===== src/rtl/multi_decoder_pkg.sv =====
// Shared types and helpers for the multi-channel address decoder.
// Optional feature macro: MULTI_DECODER_ENABLE_PIN_EN (adds an enable input).
package multi_decoder_pkg;

  // IDLE: nothing pending; SERVE: at least one channel still to be issued
  typedef enum logic {
    IDLE  = 1'b0,
    SERVE = 1'b1
  } state_t;

  // Widest address the decode helper supports
  localparam int MAX_WIDTH = 8;

  // Active-high one-hot decode of addr, limited to a field of 2**width bits
  function automatic logic [(1<<MAX_WIDTH)-1:0] onehot_decode(
    input logic [MAX_WIDTH-1:0] addr,
    input int                   width
  );
    logic [(1<<MAX_WIDTH)-1:0] result;
    result = '0;
    if (int'(addr) < (1 << width)) begin
      result[addr] = 1'b1;
    end
    return result;
  endfunction

endpackage


===== src/rtl/multi_decoder_dec.sv =====
// Single-channel address-to-one-hot decoder with selectable polarity.
// Optional feature macro of the enclosing block: MULTI_DECODER_ENABLE_PIN_EN (unused here).
module multi_decoder_dec
  import multi_decoder_pkg::*;
#(
  parameter int IN_WIDTH = 5,
  parameter int ACTIVE   = 1
) (
  input  logic [IN_WIDTH-1:0]      addr,
  output logic [(1<<IN_WIDTH)-1:0] onehot
);

  logic [(1<<MAX_WIDTH)-1:0] full_decode;

  // Decode through the shared helper, then keep only the bits this width uses
  always_comb begin
    full_decode = onehot_decode(MAX_WIDTH'(addr), IN_WIDTH);
  end

  assign onehot = (ACTIVE != 0) ? full_decode[(1<<IN_WIDTH)-1:0]
                                : ~full_decode[(1<<IN_WIDTH)-1:0];

  // Upper decode bits are always zero for narrower addresses
  if (IN_WIDTH < MAX_WIDTH) begin : g_sink
    logic unused_hi;
    assign unused_hi = |full_decode[(1<<MAX_WIDTH)-1:(1<<IN_WIDTH)];
  end

endmodule


===== src/rtl/multi_decoder.sv =====
// Multi-channel address decoder: accepts CH addresses per request and issues
// one or more output beats, each the OR of the decodes of non-colliding channels.
// Colliding channels (same address as a lower-index pending channel) are
// deferred to later beats. Optional feature macro: MULTI_DECODER_ENABLE_PIN_EN
// adds an 'enable' input that freezes acceptance and beat progress when low.
module multi_decoder
  import multi_decoder_pkg::*;
#(
  parameter int IN_WIDTH = 5,
  parameter int CH       = 2,
  parameter int ACTIVE   = 1
) (
  input  logic                     clk,
  input  logic                     rst,
  input  logic                     in_valid,
  output logic                     in_ready,
  input  logic [CH*IN_WIDTH-1:0]   in_addr,
  input  logic [CH-1:0]            in_mask,
  output logic                     out_valid,
  input  logic                     out_ready,
`ifdef MULTI_DECODER_ENABLE_PIN_EN
  input  logic                     enable,
`endif
  output logic [(1<<IN_WIDTH)-1:0] out_onehot,
  output logic [CH-1:0]            out_ch
);

  localparam int OH_W = 1 << IN_WIDTH;

  logic                   en;
  state_t                 state_reg;
  logic [CH*IN_WIDTH-1:0] pend_addr_reg;
  logic [CH-1:0]          pend_mask_reg;
  logic                   out_valid_reg;
  logic [OH_W-1:0]        out_onehot_reg;
  logic [CH-1:0]          out_ch_reg;

  logic [IN_WIDTH-1:0]    ch_addr   [CH];
  logic [OH_W-1:0]        dec_onehot[CH];
  logic [CH-1:0]          serve_next;
  logic [CH-1:0]          remain_next;
  logic [OH_W-1:0]        beat_next;
  logic                   accept;
  logic                   load;

`ifdef MULTI_DECODER_ENABLE_PIN_EN
  assign en = enable;
`else
  assign en = 1'b1;
`endif

  // One active-high decoder per channel; polarity is applied only at the port
  for (genvar gi = 0; gi < CH; gi++) begin : g_dec
    assign ch_addr[gi] = pend_addr_reg[gi*IN_WIDTH +: IN_WIDTH];
    multi_decoder_dec #(
      .IN_WIDTH(IN_WIDTH),
      .ACTIVE  (1)
    ) u_dec (
      .addr  (ch_addr[gi]),
      .onehot(dec_onehot[gi])
    );
  end

  // Pick this beat's channels: a pending channel is served unless a lower-index
  // pending channel has the same address
  always_comb begin
    logic hit;
    serve_next = '0;
    beat_next  = '0;
    hit        = 1'b0;
    for (int k = 0; k < CH; k++) begin
      hit = 1'b0;
      for (int j = 0; j < k; j++) begin
        if (pend_mask_reg[j] && (ch_addr[j] == ch_addr[k])) begin
          hit = 1'b1;
        end
      end
      if (pend_mask_reg[k] && !hit) begin
        serve_next[k] = 1'b1;
        beat_next     = beat_next | dec_onehot[k];
      end
    end
    remain_next = pend_mask_reg & ~serve_next;
  end

  // Handshake: take a new request only once everything pending has been issued
  // and the output slot is free or emptying this cycle
  always_comb begin
    in_ready = !rst && en && (pend_mask_reg == '0) && (!out_valid_reg || out_ready);
    accept   = in_valid && in_ready;
    load     = en && (state_reg == SERVE) && (!out_valid_reg || out_ready);
  end

  // FSM with pending register and registered output beat
  always_ff @(posedge clk or posedge rst) begin
    if (rst) begin
      state_reg      <= IDLE;
      pend_addr_reg  <= '0;
      pend_mask_reg  <= '0;
      out_valid_reg  <= 1'b0;
      out_onehot_reg <= '0;
      out_ch_reg     <= '0;
    end else begin
      case (state_reg)
        IDLE: begin
          if (accept) begin
            pend_addr_reg <= in_addr;
            pend_mask_reg <= in_mask;
            state_reg     <= (in_mask != '0) ? SERVE : IDLE;
          end
        end
        SERVE: begin
          if (load) begin
            pend_mask_reg <= remain_next;
            state_reg     <= (remain_next == '0) ? IDLE : SERVE;
          end
        end
        default: state_reg <= IDLE;
      endcase

      if (load) begin
        out_valid_reg  <= 1'b1;
        out_onehot_reg <= beat_next;
        out_ch_reg     <= serve_next;
      end else if (en && out_valid_reg && out_ready) begin
        out_valid_reg  <= 1'b0;
      end
    end
  end

  assign out_valid  = out_valid_reg;
  assign out_ch     = out_ch_reg;
  assign out_onehot = (ACTIVE != 0) ? out_onehot_reg : ~out_onehot_reg;

endmodule


===== config.mk =====
export PLATFORM = sky130hd
export DESIGN_NAME = multi_decoder
export DESIGN_NICKNAME = d
export VERILOG_FILES = /design/src/rtl/multi_decoder_pkg.sv /design/src/rtl/multi_decoder_dec.sv /design/src/rtl/multi_decoder.sv
export SDC_FILE = /design/constraint.sdc
export NUM_CORES = 1
export LEC_CHECK = 0
export BUFFER_PORTS_ARGS = -buffer_cell sky130_fd_sc_hd__buf_4
export CAP_MARGIN = 20
export CORE_ASPECT_RATIO = 1.5
export CORE_MARGIN = 5
export CORE_UTILIZATION = 36
export DETAILED_ROUTE_END_ITERATION = 7
export HOLD_SLACK_MARGIN = 0.05
export SLEW_MARGIN = 5
export SYNTH_ARGS = -nofsm -noshare
export SYNTH_HDL_FRONTEND = slang
export SYNTH_HIERARCHICAL = 1
export SYNTH_SLANG_ARGS = --single-unit

===== constraint.sdc =====
create_clock -name clk -period 1.5 [get_ports clk]
set_input_delay 0.15 -clock clk [delete_from_list [all_inputs] [get_ports clk]]
set_output_delay 0.15 -clock clk [all_outputs]
set_load 0.1 [all_outputs]

==> results of run 1 <==
[cell usage after synthesis, drive strengths merged]
master,n
inv,4
or3,2
o21ai,3
nor2,66
mux2,10
o2bb2ai,2
o21ba,1
a21oi,1
clkbuf,15
nand2b,5
nand2,9
nand3,4
dfrtp,48
nor2b,1
buf,5
and3,32
or2,2
nand3b,6
o211a,1
a221o,32
xnor2,5
nor4,1
or3b,6
nand4,1
[repair_timing]
item | 4_1_cts | 5_1_grt
pin swaps | 5 | 4
hold buffers | 1 | 0
endpoints found under the hold margin | 21 | 0
setup endpoints to repair | 45 | 47
cloned | 4 | 2
setup buffers | 6 | 1
gates resized for setup | 14 | 13
[where the power goes]
group	internal, W	leakage (nW)	total [W]	switching [W]
combinational	0.00189	1.17	0.00537	0.00349
clock	0.000495	0.0552	0.000931	0.000435
sequential	0.00169	0.638	0.00198	0.000296
[cell families after synthesis]
| family | Yosys count | synth area share |
|---|---|---|
| flops | 48 | 0.461 |
| simple gates | 135 | 0.272 |
| mux | 10 | 0.0533 |
| compound gates | 40 | 0.148 |
| buf+inv | 24 | 0.0490 |
| xor+xnor | 5 | 0.0168 |
[metrics by stage]
stage                util  power, W  setup slack [ns]  setup TNS (ns)  instance area, µm²
finish              0.518   0.00829            -0.160           -5.01                3700
global route        0.518   0.00868            -0.210           -8.04                3700
CTS                 0.500   0.00815            -0.126           -3.63                3570
detailed placement  0.459   0.00683            -0.210           -6.80                3270
global placement    0.459   0.00679            -0.143           -4.68                3270
floorplan               -   0.00529             -1.25          -19.04                2620
[critical path, stage by stage (launching register included)]
cell     delay (ns)
dfrtp_1        0.43
xnor2_2        0.20
nand4_1        0.14
buf_4          0.18
o211a_4        0.29
a221o_1        0.30
[per-layer routing]
layer / up-vias / wire length (µm) / GRT usage
li1: 1132 / - / -
met3: 16 / 318 / 0.0244
met5: - / 0 / 0
met1: 1129 / 3140 / 0.218
met2: 69 / 4210 / 0.308
met4: 0 / 235 / 0.0768
[final cells by class]
class,instances,area (µm²),area share
Timing Repair Buffer,96,836,0.226
Inverter,4,15.0,0.00406
Tap cell,80,100,0.0271
Sequential cell,48,1210,0.326
Clock inverter,2,35.0,0.00948
Multi-Input combinational cell,194,1430,0.387
Clock buffer,6,72.6,0.0196
[worst min-delay path by stage]
stage,from,slack [ns],end
6_report,in_addr[8],0.07,pend_addr_reg[8]$_DFFE_PP0P_
5_1_grt,in_addr[8],0.06,pend_addr_reg[8]$_DFFE_PP0P_
4_1_cts,in_addr[8],0.06,pend_addr_reg[8]$_DFFE_PP0P_
3_5_place_dp,rst,0.24,out_valid$_DFFE_PP0P_
3_3_place_gp,rst,0.23,out_valid$_DFFE_PP0P_
2_1_floorplan,in_mask[1],0.27,pend_mask_reg[1]$_DFFE_PP0P_
[layout by cell type, fill, tap and decap left out, types with 4 or more instances in the layout]
cell type,Yosys,final
buf_4,0,86
nor2_1,65,65
dfrtp_1,48,46
and3_1,32,32
a221o_1,32,32
nand2_1,9,8
mux2_4,7,7
nand3b_1,6,6
nand2b_1,5,5
o211a_4,1,5
clkbuf_8,0,5
buf_12,0,5
or3b_4,4,4
==> summary.md, run 1 <==
| Metric | Value |
|---|---|
| Status | complete, but fails checks |
| R2R cell count | 5 |
| Initial antenna violation count | 0 |
| Worst-margin pin slew | 0.499 ns |
| Largest net degree at the start of global routing | 36 |
| Iteration count of the initial detailed-routing pass | 4 |
| Via count | 2,346 |
| Layout fillers | 668 |
| Max Freq | 603 MHz |
| Synth warn | 6 |
| TritonCTS buffer count | 5 |
| Initial Utilization | 0.365 |
| Crit share post-route | 1.11 |
| Worst setup path startpoint | pend_addr_reg[3]$_DFFE_PP0P_ |
| Setup crit end kind | flop |
| CTS clk-pin slew, worst paths | 0.10 ns |
| Hold/Removal Path Class | in2reg |
| Hold Violations, Final | 0 |
| Share of the synthesized area in the top cell type | 0.461 |
| Final Skew | 0.0122 ns |
| Clk sink count | 48 |
| Final worst path period need | 1.66 ns |
| GPL Wtd Cong | 0.809 |
| Clk buf depth | 2 |
| Total grt overflow | 0 |
| CP Max Fanout | 8 |
| Yosys cell types | 28 |
| Setup ws final | -0.160 ns |
| DRT Wirelength | 7910 µm |
| Num rows | 38 |
| Placed cells | 408 |
| R2R setup slack | -0.16 ns |
| Area grow syn2layout | 41.8% |
| PwrDens | 2240 nW/µm² |
| WL per Instance | 18.4 µm |
| Drt drc | 0 |
| RSZ-0062 raised after global routing | true |
| CTS root buf | clkbuf_8 |
| Die Width | 79.5 µm |
| Setup Crit Path Kind | reg2reg |
| Die Span Y | 114 µm |
| VDD IR max | 0.00124 V |
| Cell Area, Synth | 2610 µm² |
| Crit path to | out_onehot[7]$_DFFE_PP0P_ |
| WP data required | 1.69 ns |
| Leakage | 1.86 nW |
| CTS tree | yes |
| First-pass GRT wire length | 12,500 µm |
| Synth top area cells | dfrtp_1 (46%), a221o_1 (12%), nor2_1 (9.4%) |
| Worst reg2reg path startpoint | pend_addr_reg[3]$_DFFE_PP0P_ |
| Via density | 5.46 |
| NumNets Final | 365 |
| Core area | 7130 µm² |
| Vias in the first global route | 2,367 |
| Number of diodes | 0 |
| Post-Syn Area per Cell | 9.95 µm² |
| I/O Buffers | 51 |
| Share of layout cells above drive strength 1 | 0.400 |
| Synthesized Nets | 278 |
| Relative slew slack | 0.667 |
| Max-cap violations | 0 |
| Starting DRT DRC Count | 209 |
| Worst Hold Slack | 0.0674 ns |
| Worst hold stages | 2 |
| Final setup fails | 44 |
| Flops & latches, synth | 48 |
| Final ANT Viol Nets | 0 |
| Worst EP arrival | 1.85 ns |
| H-tree levels | 2 |
| Syn Inst Count | 262 |
| Overall Global Routing Usage | 0.178 |
| Failing checks | setup timing |
| Finished Layout Cells | 430 |
| Max FFs per register | 32 |
| Final HPWL DP | 5150 µm |
| Startpoint types | flop |
| RR Endpoint | out_onehot[7]$_DFFE_PP0P_ |
| Worst-skew pair later-pin latency | 0.31 ns |
| Register area share after synthesis | 0.461 |
| Count of pins over their slew limit | 0 |
| Die area | 9080 µm² |
| Cell taking the most area after synthesis | dfrtp_1 |
| IO Pins | 52 |
No activity file was read; power rests on OpenSTA's default activity.
==> run 2, diff against run 1 <==
--- a/config.mk
+++ b/config.mk
@@ -5,7 +5,8 @@
 export SDC_FILE = /design/constraint.sdc
 export NUM_CORES = 1
 export LEC_CHECK = 0
-export BUFFER_PORTS_ARGS = -buffer_cell sky130_fd_sc_hd__buf_4
+export ABC_AREA = 1
+export BUFFER_PORTS_ARGS = -buffer_cell sky130_fd_sc_hd__buf_2
 export CAP_MARGIN = 20
 export CORE_ASPECT_RATIO = 1.5
 export CORE_MARGIN = 5
==> run 2 against run 1 <==
Net effect: the flow now finishes without violations; combinational power decreased by 9.5%; core utilization decreased by 6.2 points; count of clock-buffer cells in the layout unchanged; critical endpoint is now out_onehot[25]$_DFFE_PP0P_; first-iteration DRC count increased by 17%; via count increased by 18%; critical path depth increased by 1; non-clock buffer count decreased by 26; largest power group unchanged.
==> summary.md, run 2 <==
| Metric | Value |
|---|---|
| Final ANT Viol Nets | 0 |
| Top_reg_cell synth | dfrtp_1 |
| Clk buf depth | 2 |
| IO Pins | 52 |
| CTS clk-pin slew, worst paths | 0.06 ns |
| DRT Wirelength | 8220 µm |
| PwrDens | 2180 nW/µm² |
| Post-Syn Area per Cell | 8.00 µm² |
| GPL Wtd Cong | 0.827 |
| Total grt overflow | 0 |
| Cell Area, Synth | 2990 µm² |
| WL per Instance | 15.3 µm |
| I/O Buffers | 51 |
| Setup crit end kind | flop |
| Die area | 10,300 µm² |
| Worst-skew pair later-pin latency | 0.29 ns |
| Cell taking the most area after synthesis | dfrtp_1 |
| First-pass GRT wire length | 13,600 µm |
| TritonCTS buffer count | 5 |
| Largest net degree at the start of global routing | 34 |
| Startpoint types | flop |
| Synthesized Nets | 389 |
| Crit share post-route | 0.958 |
| R2R cell count | 6 |
| Top post-synthesis cells by count | nand2_1 (79), nor2_1 (70), nand3_2 (58) |
| Initial Utilization | 0.370 |
| Worst-margin pin slew | 0.517 ns |
| Share of layout cells above drive strength 1 | 0.350 |
| Status | finished, final reports clean |
| Relative slew slack | 0.655 |
| Iteration count of the initial detailed-routing pass | 5 |
| Overall Global Routing Usage | 0.166 |
| CP Max Fanout | 16 |
| Drt drc | 0 |
| CTS root buf | clkbuf_16 |
| Clk sink count | 48 |
| Most numerous cell in the Yosys netlist | nand2_1 |
| Final worst path period need | 1.44 ns |
| Worst EP arrival | 1.67 ns |
| H-tree levels | 2 |
| Num rows | 40 |
| RSZ-0062 raised after global routing | false |
| Setup Crit Path Kind | reg2reg |
| WP data required | 1.73 ns |
| Die Width | 84.4 µm |
| Final HPWL DP | 5580 µm |
| Total power | 0.00801 W |
| Most frequent cells in the layout | nand2_1 (78), nor2_1 (68), nand3_2 (58) |
| Area grow syn2layout | 23.1% |
| Hold/Removal Path Class | in2reg |
| Hold Violations, Final | 0 |
| Flops & latches, synth | 48 |
| Final setup fails | 0 |
| Via count | 2,768 |
| Max-cap violations | 0 |
| Syn Inst Count | 373 |
| Post-synth EDFFs | 0 |
| Leakage | 1.93 nW |
| Synth warn | 6 |
| Share of the synthesized area in the top cell type | 0.402 |
| Most common cell after layout, fill and taps aside | nand2_1 |
| Initial antenna violation count | 0 |
| Yosys cell types | 23 |
| Worst Hold Slack | 0.0563 ns |
| Max FFs per register | 32 |
| Register area share after synthesis | 0.402 |
| Core area | 8060 µm² |
| Final Skew | 0.00318 ns |
| Synth top area cells | dfrtp_1 (40%), nand3_2 (19%), nand2_1 (9.9%) |
| Number of diodes | 0 |
| NumNets Final | 449 |
| Vias in the first global route | 2,809 |
| Worst hold stages | 3 |
| Via density | 5.14 |
| Count of pins over their slew limit | 0 |
| Die Span Y | 122 µm |
| CTS tree | yes |
| Starting DRT DRC Count | 245 |
| Setup TNS | 0 ns |
| Asr flop ratio synth | 1.00 |
| VDD IR max | 0.000937 V |
| Max Freq | 696 MHz |
[run 2: changes by cell type after synthesis, sizes merged, moves of 10 or more]
| cell | change |
|---|---|
| inv | +21 |
| nand3 | +106 |
| mux2 | -10 |
| and3 | -32 |
| a221o | -32 |
| clkbuf | -12 |
| buf | +10 |
| nand2 | +72 |
[run 2: power by group]
part           internal (W)  total [W]  switching, W
sequential          0.00169    0.00199      0.000304
combinational       0.00108    0.00486       0.00378
clock              0.000658    0.00116      0.000497
total               0.00343    0.00801       0.00458
[run 2: worst paths after layout]
check                                                start                            to  slack, ns
min in group asynchronous                              rst         out_ch[0]$_DFFE_PP0P_       0.08
max in group asynchronous                              rst    out_onehot[12]$_DFFE_PP0P_       0.89
worst max register to register       out_valid$_DFFE_PP0P_    out_onehot[25]$_DFFE_PP0P_       0.06
worst max-delay path                 out_valid$_DFFE_PP0P_    out_onehot[25]$_DFFE_PP0P_       0.06
worst min-delay path                            in_addr[8]  pend_addr_reg[8]$_DFFE_PP0P_       0.06
worst min register to register  out_onehot[17]$_DFFE_PP0P_    out_onehot[17]$_DFFE_PP0P_       0.49
[run 2: logic make-up (layout without fill, tap and decap cells)]
| logic type | count (synthesis) | in the layout | synth area share |
|---|---|---|---|
| compound gates | 15 | 15 | 0.0281 |
| xor+xnor | 1 | 1 | 0.00293 |
| buf+inv | 44 | 104 | 0.0733 |
| flops | 48 | 48 | 0.402 |
| simple gates | 265 | 266 | 0.493 |
[run 2: critical path, stage by stage, from the launching register on]
cell       delay (ns)
dfrtp_4          0.49
nand2_4          0.10
nand2_1          0.18
nor2_4           0.21
clkbuf_16        0.23
nand3_2          0.09
nand3_2          0.07
[run 2: final cells by class]
class	instances	area [µm²]
fill	828	4380
multi-input combinational	282	1610
sequential	48	1200
timing repair buffer	70	479
clock buffer	6	139
tap	105	131
inverter	26	98.8
clock inverter	2	10.0
[run 2: what timing repair did]
| item | CTS | global route |
|---|---|---|
| buffers inserted | 0 | 4 |
| hold endpoints to repair | 22 | 0 |
| gates cloned | 1 | 1 |
| pin swaps | 2 | 5 |
| hold buffers | 1 | 0 |
| setup endpoints to repair | 33 | 34 |
| gates resized for setup | 2 | 5 |
[run 2: layer usage]
layer / track usage / vias up / routed length, µm
li1: - / 1335 / -
met1: 0.189 / 1326 / 3300
met2: 0.295 / 86 / 4220
met3: 0.0325 / 21 / 407
met4: 0.0812 / 0 / 296
met5: 0 / - / 0
[run 2: stage by stage]
| stage | area [µm²] | worst slack [ns] | cells | util |
|---|---|---|---|---|
| global placement | 3410 | 0.00937 | 525 | 0.424 |
| detailed placement | 3410 | -0.0370 | 525 | 0.424 |
| global route | 3670 | 0.00325 | 539 | 0.456 |
| finish | 3670 | 0.0635 | 539 | 0.456 |
| CTS | 3590 | 0.000219 | 535 | 0.445 |
| floorplan | 3000 | 0.0209 | 373 | - |
